===== src/rtl/host_rom_loader.sv =====
// Boot ROM loader: takes 32-bit words over a four-phase req/ack handshake and
// writes them byte-wise, little-endian, into SRAM with setup/strobe/hold timing.
module host_rom_loader #(
  parameter logic [18:0] ROM_LOCATION      = 19'h5c000,
  parameter logic [19:0] ROM_BYTES         = 20'h10000,
  parameter int          WR_CYCLES         = 2,
  parameter bit          CONFIG_ON_STARTUP = 1'b1
) (
  input  logic        clk,
  input  logic        reset_n,
  input  logic        host_reset,
  input  logic [31:0] host_bootdata,
  input  logic        host_bootdata_req,
  output logic        host_bootdata_ack,
  output logic [7:0]  romwrite_data,
  output logic [18:0] romwrite_addr,
  output logic        romwrite_wr,
  output logic        rom_initialised
);

  typedef enum logic [2:0] {WAIT_REQ, SETUP, STROBE, HOLD, DONE} state_t;

  localparam int WCW = (WR_CYCLES > 1) ? $clog2(WR_CYCLES) : 1;

  state_t           r_state, w_state;
  logic [31:0]      r_word, w_word;
  logic [1:0]       r_idx, w_idx;
  logic [19:0]      r_cnt, w_cnt;
  logic [18:0]      r_addr, w_addr;
  logic [7:0]       r_data, w_data;
  logic             r_wr, w_wr;
  logic             r_ack, w_ack;
  logic             r_init, w_init;
  logic [WCW-1:0]   r_wcnt, w_wcnt;

  logic [1:0]       w_nidx;
  logic [7:0]       w_nbyte;
  logic [19:0]      w_cnt_inc;

  assign w_nidx    = r_idx + 2'd1;
  assign w_nbyte   = 8'(r_word >> {w_nidx, 3'b000});
  assign w_cnt_inc = r_cnt + 20'd1;

  always_ff @(posedge clk or negedge reset_n) begin
    if (!reset_n) begin
      r_state <= CONFIG_ON_STARTUP ? WAIT_REQ : DONE;
      r_init  <= !CONFIG_ON_STARTUP;
      r_word  <= '0;
      r_idx   <= '0;
      r_cnt   <= '0;
      r_addr  <= ROM_LOCATION;
      r_data  <= '0;
      r_wr    <= 1'b0;
      r_ack   <= 1'b0;
      r_wcnt  <= '0;
    end else begin
      r_state <= w_state;
      r_init  <= w_init;
      r_word  <= w_word;
      r_idx   <= w_idx;
      r_cnt   <= w_cnt;
      r_addr  <= w_addr;
      r_data  <= w_data;
      r_wr    <= w_wr;
      r_ack   <= w_ack;
      r_wcnt  <= w_wcnt;
    end
  end

  always_comb begin
    w_state = r_state;
    w_init  = r_init;
    w_word  = r_word;
    w_idx   = r_idx;
    w_cnt   = r_cnt;
    w_addr  = r_addr;
    w_data  = r_data;
    w_wr    = r_wr;
    w_ack   = r_ack;
    w_wcnt  = r_wcnt;
    // Ack release runs independently of the state, including during restart.
    if (r_ack && !host_bootdata_req) w_ack = 1'b0;
    if (host_reset) begin
      w_state = WAIT_REQ;
      w_init  = 1'b0;
      w_addr  = ROM_LOCATION;
      w_cnt   = '0;
      w_wr    = 1'b0;
    end else begin
      case (r_state)
        WAIT_REQ: if (host_bootdata_req && !r_ack) begin
          w_word  = host_bootdata;
          w_ack   = 1'b1;
          w_idx   = 2'd0;
          w_data  = host_bootdata[7:0];
          w_state = SETUP;
        end
        SETUP: begin
          w_wr    = 1'b1;
          w_wcnt  = '0;
          w_state = STROBE;
        end
        STROBE: if (r_wcnt == WCW'(WR_CYCLES - 1)) begin
          w_wr    = 1'b0;
          w_state = HOLD;
        end else begin
          w_wcnt  = r_wcnt + WCW'(1);
        end
        HOLD: begin
          w_addr = r_addr + 19'd1;
          w_cnt  = w_cnt_inc;
          if (w_cnt_inc == ROM_BYTES) begin
            w_state = DONE;
            w_init  = 1'b1;
          end else if (r_idx != 2'd3) begin
            w_idx   = w_nidx;
            w_data  = w_nbyte;
            w_state = SETUP;
          end else begin
            w_state = WAIT_REQ;
          end
        end
        DONE: if (host_bootdata_req && !r_ack) w_ack = 1'b1;
        default: w_state = WAIT_REQ;
      endcase
    end
  end

  assign host_bootdata_ack = r_ack;
  assign romwrite_data     = r_data;
  assign romwrite_addr     = r_addr;
  assign romwrite_wr       = r_wr;
  assign rom_initialised   = r_init;

endmodule

===== config.mk =====
export PLATFORM = sky130hd
export DESIGN_NAME = host_rom_loader
export DESIGN_NICKNAME = d
export VERILOG_FILES = /design/src/rtl/host_rom_loader.sv
export SDC_FILE = /design/constraint.sdc
export NUM_CORES = 1
export LEC_CHECK = 0
export ABC_CLOCK_PERIOD_IN_PS = 2600
export BUFFER_PORTS_ARGS = -buffer_cell sky130_fd_sc_hd__buf_2
export CORE_MARGIN = 4
export CORE_UTILIZATION = 25
export DETAILED_ROUTE_END_ITERATION = 8
export PLACE_DENSITY_LB_ADDON = 0.1
export SETUP_SLACK_MARGIN = 0.3
export SYNTH_ARGS = -nofsm -noshare
export SYNTH_HDL_FRONTEND = slang
export SYNTH_SLANG_ARGS = --single-unit

===== constraint.sdc =====
create_clock -name clk -period 2.6 [get_ports clk]
set_input_delay 0.39 -clock clk [delete_from_list [all_inputs] [get_ports clk]]
set_output_delay 0.39 -clock clk [all_outputs]
set_load 0.03 [all_outputs]

==> out/results.ini, run 1 <==
[run_status]
status=finished clean

[clock_tree]
cts_tree=done
clk_latency_ps=340
ctsLongestPathBuffers=2
cts_max_level=3
clock-root-buffer=clkbuf_16
clk_pin_slew_worst_paths_ps=70
cts_buffers=9
cts_sinks=88
postCtsHoldBufs=0

[synthesis]
ys.flop_type=dfrtp_1
synthTopCellsByCount=dfrtp_1 (84), nor2_1 (44), mux2_2 (32)
synth_edf_count=0
yosysUniqueCellTypes=52
yosysSeqAreaShare_pct=50.4
yosysMostFrequentCell=dfrtp_1
synth_seq_cells=88
syn_area_um2=4380
synth_area_per_cell_um2=11.4
yosys.area.top_type=dfrtp_1
ys_top_cells_by_area=dfrtp_1 (48%), mux2_2 (8.2%), xor2_1 (5.6%)
ys_warn_count=0
netlist_instances=386
synth_top_area_share_pct=48.0
syn_nets=425
postSynth.asyncResetShare_pct=100

[timing]
setup_viol=0
fin_worst_skew_ps=5.60
finalCriticalPeriod_ps=2430
tns_ps=0
setup_ws_ps=172
fmax_ghz=0.412
rsz0062_at_grt=yes
final.period_utilization_pct=93.4
worst_slew_pin_slew_ps=663
final-hold-violation-count=0
drv_slew=0
max-slew-margin-rel_pct=55.8

[power_and_ir_drop]
peakVddDrop_v=0.000300
leakagePower_nw=2.47
power_density_nw_per_um2=672

[grt]
grt_pass1_wl_mm=17.9
antenna_found_initial=0
grt_start_max_net_pins=48
grt_busiest_layer=met2
grtUsageMet3_pct=3.99
grt_util_met1_pct=14.4
grt_pass1_vias=3440
grt_overflow=0
grtUsageTotal_pct=11.3
globalRouteMet2Util_pct=18.2

[drt]
firstDrtPassIters=4
via_count=3212
drc=0
ant_nets=0
vias_per_cell=4.53
routedWlPerCell_um=15.0
drt-total-wl_mm=10.6
drt-initial-drc-count=110

[cells_and_area]
fin_util_pct=33.2
nFillCells=1785
insertedDiodeCount=0
layout.nets=518
syn2layout_area_growth_pct=30.5
drive_above_1_share_pct=43.2

[floorplanning]
die_w_um=140
die-height_um=140
ios=66
core-area_um2=17200
initial_core_util_pct=25.4
die_area_um2=19700
placementRows=48

[worst_setup_path]
critical_path.endpoint_type=register
worstPathRequired_ps=2830
path_max_fanout=10
cp.arrival_ps=2660
rr_startpoint=r_cnt[1]
start_kind=register
critPathLaunch=r_cnt[1]
worstSetupPathType=reg2reg
rr_worst_depth=10

[hold_path]
min_path_type=in2async

[place]
post-dp-hpwl_mm=7.48
place_ws_ps=-73.2
portBuffers=65
place_congestion=0.718

[flow_run]
max_cap_viol_count=0

-- worst max-delay path: stages, from the launching register on --
cell       delay (ps)
dfrtp_2           430
ha_4              170
nand4_4           100
buf_12            160
xnor2_1           110
and4_1            210
o21ai_1           170
a2111oi_2          70
or4_1             470
buf_4             200
o221a_1           230
-- cell type report --
class                      instances  area (um^2)  area share [%]
timing repair buffer             104          671            11.7
inverter                           5         18.8           0.328
tap                              225          282            4.92
sequential                        88         2220            38.8
multi-input combinational        271         2190            38.3
clock buffer                      11          253            4.42
clock inverter                     5         87.6            1.53
-- worst paths after layout --
| check | endpoint | slack, ps |
|---|---|---|
| worst min register to register | r_word[24] | 510 |
| worst max register to register | romwrite_data[0] | 170 |
| min in group clk | r_word[16] | 280 |
| worst max-delay path | romwrite_data[0] | 170 |
| max in group asynchronous | r_word[7] | 1860 |
| worst min-delay path | r_cnt[13] | 80 |
-- where the power goes --
group          switching, mW  internal [mW]
logic                  0.312          0.347
clock network          0.572          0.904
registers              0.121           1.59
total                   1.00           2.84
-- cell usage in the layout (no fill, tap or decap), types with 5 or more instances in the layout --
master,instances
dfrtp_2,9
nand4_1,12
inv_1,5
mux2_2,32
buf_4,36
nand3_1,12
mux4_2,8
nand2_1,26
dfrtp_1,75
nor3_1,7
clkbuf_16,9
nand2b_1,5
xor2_1,28
xnor2_1,13
a21oi_1,7
or2_2,10
o221a_1,8
nor2_1,44
buf_2,64
-- through the flow --
step	cells	hold WS [ps]	instance area, um^2	power (mW)
2_1_floorplan	386	94.4	4420	2.17
3_3_place_gp	678	477	5110	2.39
3_5_place_dp	678	483	5110	2.40
4_1_cts	700	98.7	5570	3.93
5_1_grt	709	132	5720	4.05
6_report	709	82.8	5720	3.84
-- what timing repair did --
item / CTS / global route
setup buffers: 6 / 9
setup endpoints to repair: 11 / 16
hold endpoints to repair: 0 / 0
pin swaps: 6 / 5
resized for setup: 12 / 14
-- flip-flops by register name, indices dropped and copies added (netlist names) --
| register | cells |
|---|---|
| r_word | 32 |
| host_bootdata_ack | 1 |
| r_idx | 2 |
| r_cnt | 20 |
| r_state | 3 |
| romwrite_data | 8 |
| romwrite_addr | 19 |
| rom_initialised | 1 |
| r_wcnt | 1 |
| romwrite_wr | 1 |
-- cell families after synthesis --
family | Yosys count | share of synthesized area [%]
AND/OR/NAND/NOR | 148 | 18.0
flip-flops | 88 | 50.4
multiplexers | 43 | 13.0
XOR/XNOR | 41 | 8.19
AO/OA/AOI/OAI | 36 | 6.59
buffers and inverters | 27 | 2.97
adder cells (fa/ha/maj) | 3 | 0.857
-- layer usage --
metal  wire length, um  up-vias  part of all wire [%]
li1                  -     1556                     -
met1              4770     1571                    45
met2              5040       71                    47
met3               694       14                   6.5
met4               136        0                   1.3
met5                 0        -                     0
Note: power is estimated with default switching activity, not from simulation.
==> inputs of run 2 (changes only) <==
--- a/config.mk
+++ b/config.mk
@@ -11,6 +11,7 @@
 export CORE_UTILIZATION = 25
 export DETAILED_ROUTE_END_ITERATION = 8
 export PLACE_DENSITY_LB_ADDON = 0.1
+export RECOVER_POWER = 50
 export SETUP_SLACK_MARGIN = 0.3
 export SYNTH_ARGS = -nofsm -noshare
 export SYNTH_HDL_FRONTEND = slang
==> out/results.ini, run 2 (synthesis results as in run 1) <==
[floorplanning]
die_area_um2=19700  ; unchanged
die-height_um=140  ; unchanged
placementRows=48  ; unchanged
initial_core_util_pct=25.4  ; unchanged
core-area_um2=17200  ; unchanged
ios=66  ; unchanged
die_w_um=140  ; unchanged

[place]
portBuffers=65  ; unchanged
place_congestion=0.718  ; unchanged
post-dp-hpwl_mm=7.48  ; unchanged
dp_cells=678  ; unchanged

[worst_setup_path]
critical_path.endpoint_type=register  ; unchanged
crit_chain=nand3_4 > nor3_4 > and4_4 > or4_4 > buf_4 > a2111oi_4 > a211oi_4 > buf_12 > o221a_1  ; was ha_4 > nand4_4 > buf_12 > xnor2_1 > and4_1 > o21ai_1 > a2111oi_2 > or4_1 > buf_4 > o221a_1
cp_slowest_cell=dfrtp_2  ; was or4_1
start_kind=register  ; unchanged
worstPathRequired_ps=2830  ; about the same
cp_top_family=simple AND/OR/NAND/NOR gates  ; unchanged
path_max_fanout=10  ; unchanged
cp.arrival_ps=2660  ; about the same
cpPeakStageDelay_ps=450  ; was 470 ps
worstSetupPathType=reg2reg  ; unchanged
worst-path-buf-inv=2  ; unchanged

[cells_and_area]
drive_above_1_share_pct=40.1  ; was 43.2%
final_common_cell=dfrtp_1  ; unchanged
nFillCells=1796  ; was 1785
layout.nets=518  ; unchanged
largest_reg_flops=32  ; unchanged
final_cells=709  ; unchanged
insertedDiodeCount=0  ; unchanged
syn2layout_area_growth_pct=29.5  ; was 30.5%
layout_common_cells=dfrtp_1 (75), buf_2 (52), nor2_1 (44)  ; was dfrtp_1 (75), buf_2 (64), nor2_1 (44)
top_register=r_word  ; unchanged

[power_and_ir_drop]
leakagePower_nw=2.42  ; was 2.47 nW
peakVddDrop_v=0.000307  ; was 0.000300 V
total_power_mw=3.82  ; was 3.84 mW
power_density_nw_per_um2=673  ; was 672 nW/um^2

[timing]
drv_slew=0  ; unchanged
fin_worst_skew_ps=5.31  ; was 5.60 ps
worst_slew_pin_slew_ps=1260  ; was 663 ps
rsz0062_at_grt=yes  ; unchanged
final.period_utilization_pct=93.4  ; about the same
setup_viol=0  ; unchanged
finalCriticalPeriod_ps=2430  ; about the same
max-slew-margin-rel_pct=16.1  ; was 55.8%
fmax_ghz=0.412  ; about the same
final-hold-violation-count=0  ; unchanged

[flow_run]
max_cap_viol_count=0  ; unchanged

[clock_tree]
clock-root-buffer=clkbuf_16  ; unchanged
cts_buffers=9  ; unchanged
cts_sinks=88  ; unchanged
clk_latency_ps=340  ; about the same
clk_pin_slew_worst_paths_ps=70  ; about the same
ctsLongestPathBuffers=2  ; unchanged
postCtsHoldBufs=0  ; unchanged
cts_max_level=3  ; unchanged
cts_tree=done  ; unchanged

[grt]
grt_pass1_wl_mm=17.9  ; unchanged
grt_pass1_vias=3440  ; unchanged
grt_start_max_net_pins=48  ; unchanged
grt_overflow=0  ; unchanged
antenna_found_initial=0  ; unchanged
grtUsageTotal_pct=11.3  ; unchanged

[drt]
drt-initial-drc-count=107  ; was 110
ant_nets=0  ; unchanged
via_count=3213  ; was 3212
drc=0  ; unchanged
drt-total-wl_mm=10.6  ; about the same
routedWlPerCell_um=15.0  ; about the same
vias_per_cell=4.53  ; about the same
firstDrtPassIters=4  ; unchanged

[run_status]
status=finished clean  ; unchanged

[hold_path]
min_path_type=in2reg  ; was in2async

==> run 2: path summary, 6_finish.rpt <==
| check | cells after the start | slack [ps] | endpoint | from |
|---|---|---|---|---|
| worst max-delay path | 9 | 170 | romwrite_data[0] | r_cnt[1] |
| worst min-delay path | 2 | 280 | r_word[16] | host_bootdata[16] |
| worst max register to register | 9 | 170 | romwrite_data[0] | r_cnt[1] |
| worst min register to register | 1 | 500 | r_word[6] | r_word[6] |
| max in group asynchronous | 2 | 890 | romwrite_data[3] | reset_n |
| min in group asynchronous | 1 | 310 | r_cnt[13] | reset_n |
==> run 2: report_power, final <==
| group | internal [mW] | switching, mW |
|---|---|---|
| Clock | 0.904 | 0.568 |
| Combinational | 0.329 | 0.311 |
| Sequential | 1.59 | 0.122 |
| Total | 2.82 | 1.00 |
==> run 2: layout make-up <==
type                    count  area, um^2  area share (%)
clock buffers              11         253            4.45
clock inverters             5        87.6            1.54
inverters                   5        18.8           0.331
multi-input cells         271        2190            38.6
flip-flops and latches     88        2220            39.1
well taps                 225         282            4.96
repair buffers            104         627            11.0
==> run 2: through the flow <==
stage	instance area (um^2)	TNS [ps]	setup slack, ps	hold WS (ps)	util [%]
3_5_place_dp	5110	-564	-73.2	483	29.6
4_1_cts	5570	0	183	98.7	32.3
6_report	5680	0	172	276	32.9
5_1_grt	5680	0	59.4	255	32.9
2_1_floorplan	4420	0	303	94.4	-
3_3_place_gp	5110	0	7.12	477	29.6
==> run 2: per-layer routing <==
layer / global-route usage [%] / vias to the layer above / wire, um
met1: 14.4 / 1573 / 4740
met3: 3.99 / 14 / 692
met4: 3.06 / 0 / 133
li1: - / 1555 / -
met5: 0 / - / 0
met2: 18.2 / 71 / 5060
==> run 2: what timing repair did <==
action	in CTS	in global routing
resized for setup	12	14
pin swaps	6	5
setup endpoints to repair	11	16
buffers inserted	6	9
